==> src/rtl/rv_ls_decode_issue.sv <==
`timescale 1ns/1ps
// rv_ls_decode_issue
// Decodes one RISC-V LOAD/STORE instruction at a time and runs it as a single
// data-memory transaction. Load results go back to the register file through a
// writeback pulse. Every accepted instruction retires with a done pulse, which
// is flagged as an exception when the instruction is illegal, misaligned, or
// when memory does not answer in time.
//
// Ports
//   clk, rst_n                    clock, asynchronous active-low reset
//   in_valid/in_ready/in_instr    instruction handshake and word
//   in_rs1_val, in_rs2_val        base register and store source values
//   mem_req_*                     request channel (addr, wdata, wstrb, is_load, size)
//   mem_rsp_valid/mem_rsp_rdata   response or store acknowledge, raw aligned word
//   wb_valid/wb_rd/wb_data        one-cycle load writeback
//   done_valid/exc_valid/exc_cause retire pulse and exception qualifier
module rv_ls_decode_issue #(
    parameter int XLEN           = 32,   // only 32 is supported
    parameter int TIMEOUT_CYCLES = 256   // >= 2
) (
    input  logic            clk,
    input  logic            rst_n,
    input  logic            in_valid,
    output logic            in_ready,
    input  logic [31:0]     in_instr,
    input  logic [XLEN-1:0] in_rs1_val,
    input  logic [XLEN-1:0] in_rs2_val,
    output logic            mem_req_valid,
    input  logic            mem_req_ready,
    output logic [XLEN-1:0] mem_req_addr,
    output logic [XLEN-1:0] mem_req_wdata,
    output logic [3:0]      mem_req_wstrb,
    output logic            mem_req_is_load,
    output logic [2:0]      mem_req_size,
    input  logic            mem_rsp_valid,
    input  logic [XLEN-1:0] mem_rsp_rdata,
    output logic            wb_valid,
    output logic [4:0]      wb_rd,
    output logic [XLEN-1:0] wb_data,
    output logic            done_valid,
    output logic            exc_valid,
    output logic [1:0]      exc_cause
);

    localparam logic [6:0] OPC_LOAD         = 7'b0000011;
    localparam logic [6:0] OPC_STORE        = 7'b0100011;
    localparam logic [1:0] CAUSE_ILLEGAL    = 2'b01;
    localparam logic [1:0] CAUSE_MISALIGNED = 2'b10;
    localparam logic [1:0] CAUSE_TIMEOUT    = 2'b11;
    localparam int         CNT_W            = $clog2(TIMEOUT_CYCLES);

    typedef enum logic [1:0] {IDLE, ISSUE, WAIT_RSP, DONE} state_t;

    state_t state_q, state_d;

    // ---------------------------------------------------------------
    // Decode straight from the offered instruction so the accept edge
    // already knows whether to issue or to retire with an exception.
    // ---------------------------------------------------------------
    logic [6:0]      dec_opcode;
    logic [2:0]      dec_funct3;
    logic            dec_is_load, dec_is_store;
    logic            dec_legal, dec_misaligned;
    logic [XLEN-1:0] dec_imm, dec_addr, dec_wdata;
    logic [3:0]      dec_wstrb;
    logic            unused_rs1_idx;

    assign dec_opcode   = in_instr[6:0];
    assign dec_funct3   = in_instr[14:12];
    assign dec_is_load  = (dec_opcode == OPC_LOAD);
    assign dec_is_store = (dec_opcode == OPC_STORE);
    // The rs1 index is resolved upstream; only its value arrives here.
    assign unused_rs1_idx = ^in_instr[19:15];

    always_comb begin
        // NOTE: every signal gets a default first, so no path leaves one
        // unassigned and no latch is inferred.
        dec_legal      = 1'b0;
        dec_imm        = '0;
        dec_addr       = '0;
        dec_wdata      = '0;
        dec_wstrb      = 4'b0000;
        dec_misaligned = 1'b0;
        if (dec_is_load) begin
            dec_legal = dec_funct3 inside {3'b000, 3'b001, 3'b010, 3'b100, 3'b101};
            dec_imm   = {{(XLEN-12){in_instr[31]}}, in_instr[31:20]};
        end else if (dec_is_store) begin
            dec_legal = dec_funct3 inside {3'b000, 3'b001, 3'b010};
            dec_imm   = {{(XLEN-12){in_instr[31]}}, in_instr[31:25], in_instr[11:7]};
        end
        dec_addr = in_rs1_val + dec_imm;   // wraps modulo 2^XLEN
        dec_misaligned = (dec_funct3[1:0] == 2'b01 && dec_addr[0]) ||
                         (dec_funct3[1:0] == 2'b10 && dec_addr[1:0] != 2'b00);
        if (dec_is_store) begin
            case (dec_funct3[1:0])
                2'b00: begin
                    dec_wdata = {4{in_rs2_val[7:0]}};
                    dec_wstrb = 4'b0001 << dec_addr[1:0];
                end
                2'b01: begin
                    dec_wdata = {2{in_rs2_val[15:0]}};
                    dec_wstrb = 4'b0011 << dec_addr[1:0];
                end
                default: begin
                    dec_wdata = in_rs2_val;
                    dec_wstrb = 4'b1111;
                end
            endcase
        end
    end

    // ---------------------------------------------------------------
    // Transaction registers
    // ---------------------------------------------------------------
    logic [XLEN-1:0]  addr_q, wdata_q, rdata_q;
    logic [3:0]       wstrb_q;
    logic             is_load_q, exc_q;
    logic [2:0]       funct3_q;
    logic [4:0]       rd_q;
    logic [1:0]       cause_q;
    logic [CNT_W-1:0] cnt_q;

    logic accept, cnt_last, rsp_taken, timeout_hit;

    assign accept   = (state_q == IDLE) && in_valid;
    assign cnt_last = (cnt_q == CNT_W'(TIMEOUT_CYCLES - 1));

    always_ff @(posedge clk or negedge rst_n) begin
        // NOTE: sequential state uses non-blocking assignments so every
        // register samples the pre-edge values regardless of statement order.
        if (!rst_n) state_q <= IDLE;
        else        state_q <= state_d;
    end

    // A response wins over a timeout landing in the same cycle. In ISSUE a
    // response only counts together with mem_req_ready.
    always_comb begin
        state_d     = state_q;
        rsp_taken   = 1'b0;
        timeout_hit = 1'b0;
        case (state_q)
            IDLE: begin
                if (in_valid)
                    state_d = (!dec_legal || dec_misaligned) ? DONE : ISSUE;
            end
            ISSUE: begin
                if (mem_req_ready && mem_rsp_valid) begin
                    rsp_taken = 1'b1;
                    state_d   = DONE;
                end else if (cnt_last) begin
                    timeout_hit = 1'b1;
                    state_d     = DONE;
                end else if (mem_req_ready) begin
                    state_d = WAIT_RSP;
                end
            end
            WAIT_RSP: begin
                if (mem_rsp_valid) begin
                    rsp_taken = 1'b1;
                    state_d   = DONE;
                end else if (cnt_last) begin
                    timeout_hit = 1'b1;
                    state_d     = DONE;
                end
            end
            default: state_d = IDLE;   // DONE lasts exactly one cycle
        endcase
    end

    always_ff @(posedge clk or negedge rst_n) begin
        if (!rst_n) begin
            addr_q    <= '0;
            wdata_q   <= '0;
            rdata_q   <= '0;
            wstrb_q   <= 4'b0000;
            is_load_q <= 1'b0;
            exc_q     <= 1'b0;
            funct3_q  <= 3'b000;
            rd_q      <= 5'd0;
            cause_q   <= 2'b00;
            cnt_q     <= '0;
        end else if (accept) begin
            addr_q    <= dec_addr;
            wdata_q   <= dec_wdata;
            wstrb_q   <= dec_wstrb;
            is_load_q <= dec_is_load;
            funct3_q  <= dec_funct3;
            rd_q      <= in_instr[11:7];
            exc_q     <= !dec_legal || dec_misaligned;
            cause_q   <= !dec_legal ? CAUSE_ILLEGAL :
                         (dec_misaligned ? CAUSE_MISALIGNED : 2'b00);
            cnt_q     <= '0;
        end else begin
            if (state_q == ISSUE || state_q == WAIT_RSP)
                cnt_q <= cnt_q + 1'b1;
            if (rsp_taken)
                rdata_q <= mem_rsp_rdata;
            if (timeout_hit) begin
                exc_q   <= 1'b1;
                cause_q <= CAUSE_TIMEOUT;
            end
        end
    end

    // ---------------------------------------------------------------
    // Load extraction: shift the addressed lane down to bit 0. Halves are
    // aligned and words sit at lane 0, so one shift serves every size.
    // ---------------------------------------------------------------
    logic [XLEN-1:0] rdata_shift, ld_data;

    always_comb begin
        rdata_shift = rdata_q >> {addr_q[1:0], 3'b000};
        case (funct3_q)
            3'b000:  ld_data = {{(XLEN-8){rdata_shift[7]}}, rdata_shift[7:0]};
            3'b001:  ld_data = {{(XLEN-16){rdata_shift[15]}}, rdata_shift[15:0]};
            3'b100:  ld_data = {{(XLEN-8){1'b0}}, rdata_shift[7:0]};
            3'b101:  ld_data = {{(XLEN-16){1'b0}}, rdata_shift[15:0]};
            default: ld_data = rdata_shift;
        endcase
    end

    // ---------------------------------------------------------------
    // Outputs: request fields only while ISSUE, retire fields only in DONE
    // ---------------------------------------------------------------
    logic in_issue, in_done;

    assign in_issue = (state_q == ISSUE);
    assign in_done  = (state_q == DONE);

    assign in_ready        = (state_q == IDLE);
    assign mem_req_valid   = in_issue;
    assign mem_req_addr    = in_issue ? addr_q : '0;
    assign mem_req_wdata   = in_issue ? wdata_q : '0;
    assign mem_req_wstrb   = in_issue ? wstrb_q : 4'b0000;
    assign mem_req_is_load = in_issue && is_load_q;
    assign mem_req_size    = in_issue ? {1'b0, funct3_q[1:0]} : 3'b000;

    assign done_valid = in_done;
    assign exc_valid  = in_done && exc_q;
    assign exc_cause  = (in_done && exc_q) ? cause_q : 2'b00;

    assign wb_valid = in_done && !exc_q && is_load_q && (rd_q != 5'd0);
    assign wb_rd    = wb_valid ? rd_q : 5'd0;
    assign wb_data  = wb_valid ? ld_data : '0;

endmodule
==> config.mk <==
export PLATFORM = sky130hd
export DESIGN_NAME = rv_ls_decode_issue
export DESIGN_NICKNAME = d
export VERILOG_FILES = /design/src/rtl/rv_ls_decode_issue.sv
export SDC_FILE = /design/constraint.sdc
export NUM_CORES = 1
export LEC_CHECK = 0
export CORE_UTILIZATION = 40
export CTS_BUF_LIST = sky130_fd_sc_hd__clkbuf_4 sky130_fd_sc_hd__clkbuf_8 sky130_fd_sc_hd__clkbuf_16
export CTS_CLUSTER_DIAMETER = 120
export DETAILED_ROUTE_END_ITERATION = 10
export PLACE_DENSITY = 0.66
export SKIP_LAST_GASP = 1
export SYNTH_ARGS = -nofsm -noshare
export SYNTH_HDL_FRONTEND = slang
export SYNTH_SLANG_ARGS = --single-unit
==> constraint.sdc <==
create_clock -name clk -period 3.36 [get_ports clk]
set_clock_uncertainty 0.1 [all_clocks]
set_input_delay 0.336 -clock clk [delete_from_list [all_inputs] [get_ports clk]]
set_output_delay 0.336 -clock clk [all_outputs]
set_load 0.01 [all_outputs]
==> impl_metrics.py <==
metrics = {
    "drt": {
        "viasPerCell": 5.16,
        "drc": 0,
        "finalWirelength_um": 27000,
        "wl_per_cell_um": 17.3,
        "drtPass1Iterations": 5,
        "drt_iter0_drc": 460,
        "ant_nets": 0,
        "num_vias": 8029,
    },
    "timing": {
        "slew_headroom_pct": 43.0,
        "period_needed_ns": 3.26,
        "final_max_slew_viol_count": 0,
        "tns_ns": 0,
        "fin_ws_ns": 0.0991,
        "worstMarginPinSlew_ns": 0.854,
        "finalHoldViolCount": 0,
        "setup_viol": 0,
        "rsz0062_at_grt": "yes",
        "min_period_over_period_pct": 97.0,
        "max_freq_mhz": 307,
    },
    "clock_network": {
        "cts.sinks": 122,
        "clkLatencyLatePin_ns": 0.41,
        "path_clk_slew_ns": 0.06,
        "root_buffer": "clkbuf_16",
        "cts_tree": "built",
        "cts_max_path_buffers": 2,
        "cts_made_buffers": 17,
        "htree_num_levels": 4,
    },
    "placement": {
        "dp_slack_ns": -0.520,
        "io_buffer_count": 242,
        "dpl_cell_area_mm2": 0.0117,
        "dpl.hpwl_um": 20300,
        "routabilityCongestion": 0.888,
    },
    "yosys": {
        "ys_seq_area_share_pct": 37.0,
        "syn_area_per_cell_um2": 8.68,
        "synth.most_common_cell": "nand2_1",
        "syn_inst": 951,
        "yosysUniqueCellTypes": 65,
        "synth_seq_cells": 122,
        "yosysTopAreaCell": "dfrtp_1",
        "async_reset_ff_share_pct": 100,
        "synth_area_mm2": 0.00826,
        "synth_top_area_share_pct": 37.0,
        "synthTopCellsByArea": "dfrtp_1 (37%), nand2_1 (6.4%), and2_1 (6.1%), ha_1 (5.9%), mux2i_1 (5.5%)",
        "syn_nets": 1124,
        "synth_flop_cell": "dfrtp_1",
        "synth-edff-count": 0,
        "ys_top_cells_by_count": "nand2_1 (140), dfrtp_1 (122), and2_1 (80), o21ai_0 (79), a21oi_1 (64)",
        "yosys_warnings": 0,
    },
    "global_route": {
        "use_met2_pct": 40.6,
        "grt_usage_pct": 25.9,
        "gr-usage-met1_pct": 36.4,
        "grt_max_degree": 59,
        "gr-max-usage-layer": "met2",
        "grt_pass1_wl_um": 42700,
        "grt_overflow": 0,
        "grt_pass1_vias": 7799,
        "antenna_found_initial": 1,
        "use_met3_pct": 5.52,
    },
    "hold_path": {
        "hp-class": "flip-flop to flip-flop",
    },
    "worst_setup_path": {
        "end_kind": "flip-flop",
        "critPathBufInv": 3,
        "worst_path_max_delay_cell": "clkdlybuf4s50_1",
        "startpoint_type": "primary input",
        "max_stage_delay_ns": 0.41,
        "cp_data_arrival_time_ns": 3.47,
        "cp_top_family": "simple AND/OR/NAND/NOR gates",
        "crit_chain": "clkdlybuf4s50_1 -> nor4_2 -> buf_4 -> and3_4 -> buf_4 -> and2_1 -> ha_1 -> o211ai_1 -> nor2_1 -> a311oi_2 -> nor2_1 -> a21oi_2 -> a21oi_2 -> nor3_1 -> a211o_1",
        "cp_max_fo": 9,
        "required_ns": 3.57,
        "critical_path_class": "primary input to flip-flop",
    },
    "flow_run": {
        "maxCapViolCount": 0,
    },
    "cells_and_area": {
        "fillerInstances": 1792,
        "stdcell_area_mm2": 0.0124,
        "post-route-util_pct": 61.3,
        "nets": 1448,
        "area_growth_pct": 50.3,
        "drive_gt1_share_pct": 17.7,
    },
    "floorplanning": {
        "dieArea_mm2": 0.0212,
        "ioPinCount": 249,
        "core_area_mm2": 0.0202,
        "die_w_um": 146,
        "num_rows": 52,
        "initial_utilization_pct": 40.8,
        "die_h_um": 146,
    },
    "power": {
        "p_total_uw": 6930,
        "cellLeakagePower_uw": 0.00553,
        "ir_worst_vdd_uv": 350,
        "p_per_area_mw_per_mm2": 558,
    },
    "outcome": {
        "run_status": "finished clean",
    },
}
worst paths after layout:
path	from	endpoint	slack, ns	cells past startpoint
max	in_instr[3]	addr_q[31]$_DFFE_PN0P_	0.1	15
min	wdata_q[15]$_DFFE_PN0P_	wdata_q[15]$_DFFE_PN0P_	0.37	2
max reg2reg	state_q[0]$_DFFE_PN0P_	wdata_q[5]$_DFFE_PN0P_	0.88	6
min reg2reg	wdata_q[15]$_DFFE_PN0P_	wdata_q[15]$_DFFE_PN0P_	0.37	2
max in group asynchronous	rst_n	rd_q[3]$_DFFE_PN0P_	1.80	3
min in group asynchronous	rst_n	cnt_q[3]$_DFFE_PN0P_	0.47	2
power breakdown:
| part | internal [uW] | switching (uW) | leakage, uW |
|---|---|---|---|
| Combinational | 1280 | 1440 | 0.00368 |
| Clock | 1200 | 699 | 0.000291 |
| Sequential | 1960 | 363 | 0.00156 |
| Total | 4430 | 2500 | 0.00553 |
registers in the layout, summed over array words and instances (netlist names):
register / cells
addr_q: 32
rdata_q: 32
wdata_q: 32
cnt_q: 8
rd_q: 5
wstrb_q: 4
funct3_q: 3
cause_q: 2
state_q: 2
exc_q: 1
is_load_q: 1
final cells by class:
class                           count  area, um2  share of cell area (%)
Sequential cell                   122       3050                    24.6
Multi-Input combinational cell    747       4980                    40.1
Antenna cell                        1       2.50                  0.0202
Tap cell                          270        338                    2.72
Clock inverter                     11        146                    1.18
Inverter                           23       90.1                   0.726
Timing Repair Buffer              363       3350                    27.0
Timing Repair inverter              1       7.51                  0.0605
Clock buffer                       19        453                    3.65
per-layer routing:
layer / share of wire [%] / routed length, um / vias to the layer above
met3: 6.5 / 1760 / 21
met1: 47 / 12600 / 3801
met5: 0 / 0 / -
met4: 0.96 / 259 / 0
li1: - / - / 3943
met2: 46 / 12300 / 264
worst min-delay path: stages, from the launching register on:
cell	delay (ns)
dfrtp_1	0.33
nand2_1	0.04
o21ai_0	0.06
through the flow:
| step | instances | hold WS [ns] |
|---|---|---|
| floorplan | 951 | -0.0596 |
| global placement | 1520 | 0.354 |
| detailed placement | 1520 | 0.363 |
| CTS | 1553 | 0.375 |
| global route | 1556 | 0.394 |
| finish | 1557 | 0.370 |
layout by cell type, fill, tap and decap left out, types with 4 or more instances in the layout:
cell type and count:
clkdlybuf4s50_1 240, nand2_1 140, dfrtp_1 122, buf_4 120, and2_1 81, o21ai_0 79, a21oi_1 59, nor2_1 58
mux2i_1 45, mux2_2 35, ha_1 35, inv_1 21, a211oi_1 17, xor2_1 17, clkbuf_16 17, xnor2_1 15
nand3_1 14, a21o_1 12, nor2b_1 11, nor3_1 9, nand2b_1 8, o21a_1 8, nand4_1 8, a21oi_2 8
a22o_1 8, and3_1 7, o31ai_1 5, a31oi_1 5, clkinvlp_4 4, or3_1 4, o22ai_1 4, o211ai_1 4
o21ai_1 4
what timing repair did:
action,4_1_cts,5_1_grt
hold buffers,1,0
cloned,1,0
setup buffers,1,3
pin swaps,4,9
resized for setup,2,18
endpoints found under the hold margin,56,0
endpoints found under the setup margin,8,13
cells by family (layout without fill, tap and decap cells):
family / count (synthesis) / after routing / share of synthesized area (%)
AND/OR/NAND/NOR: 356 / 356 / 20.9
AO/OA/AOI/OAI: 237 / 237 / 18.0
flip-flops: 122 / 122 / 37.0
buffers and inverters: 82 / 417 / 4.00
multiplexers: 80 / 80 / 10.2
adder cells (fa/ha/maj): 40 / 40 / 6.15
XOR/XNOR: 33 / 33 / 3.73
other: 1 / 2 / 0.0454
No activity file was read; power rests on OpenSTA's default activity.
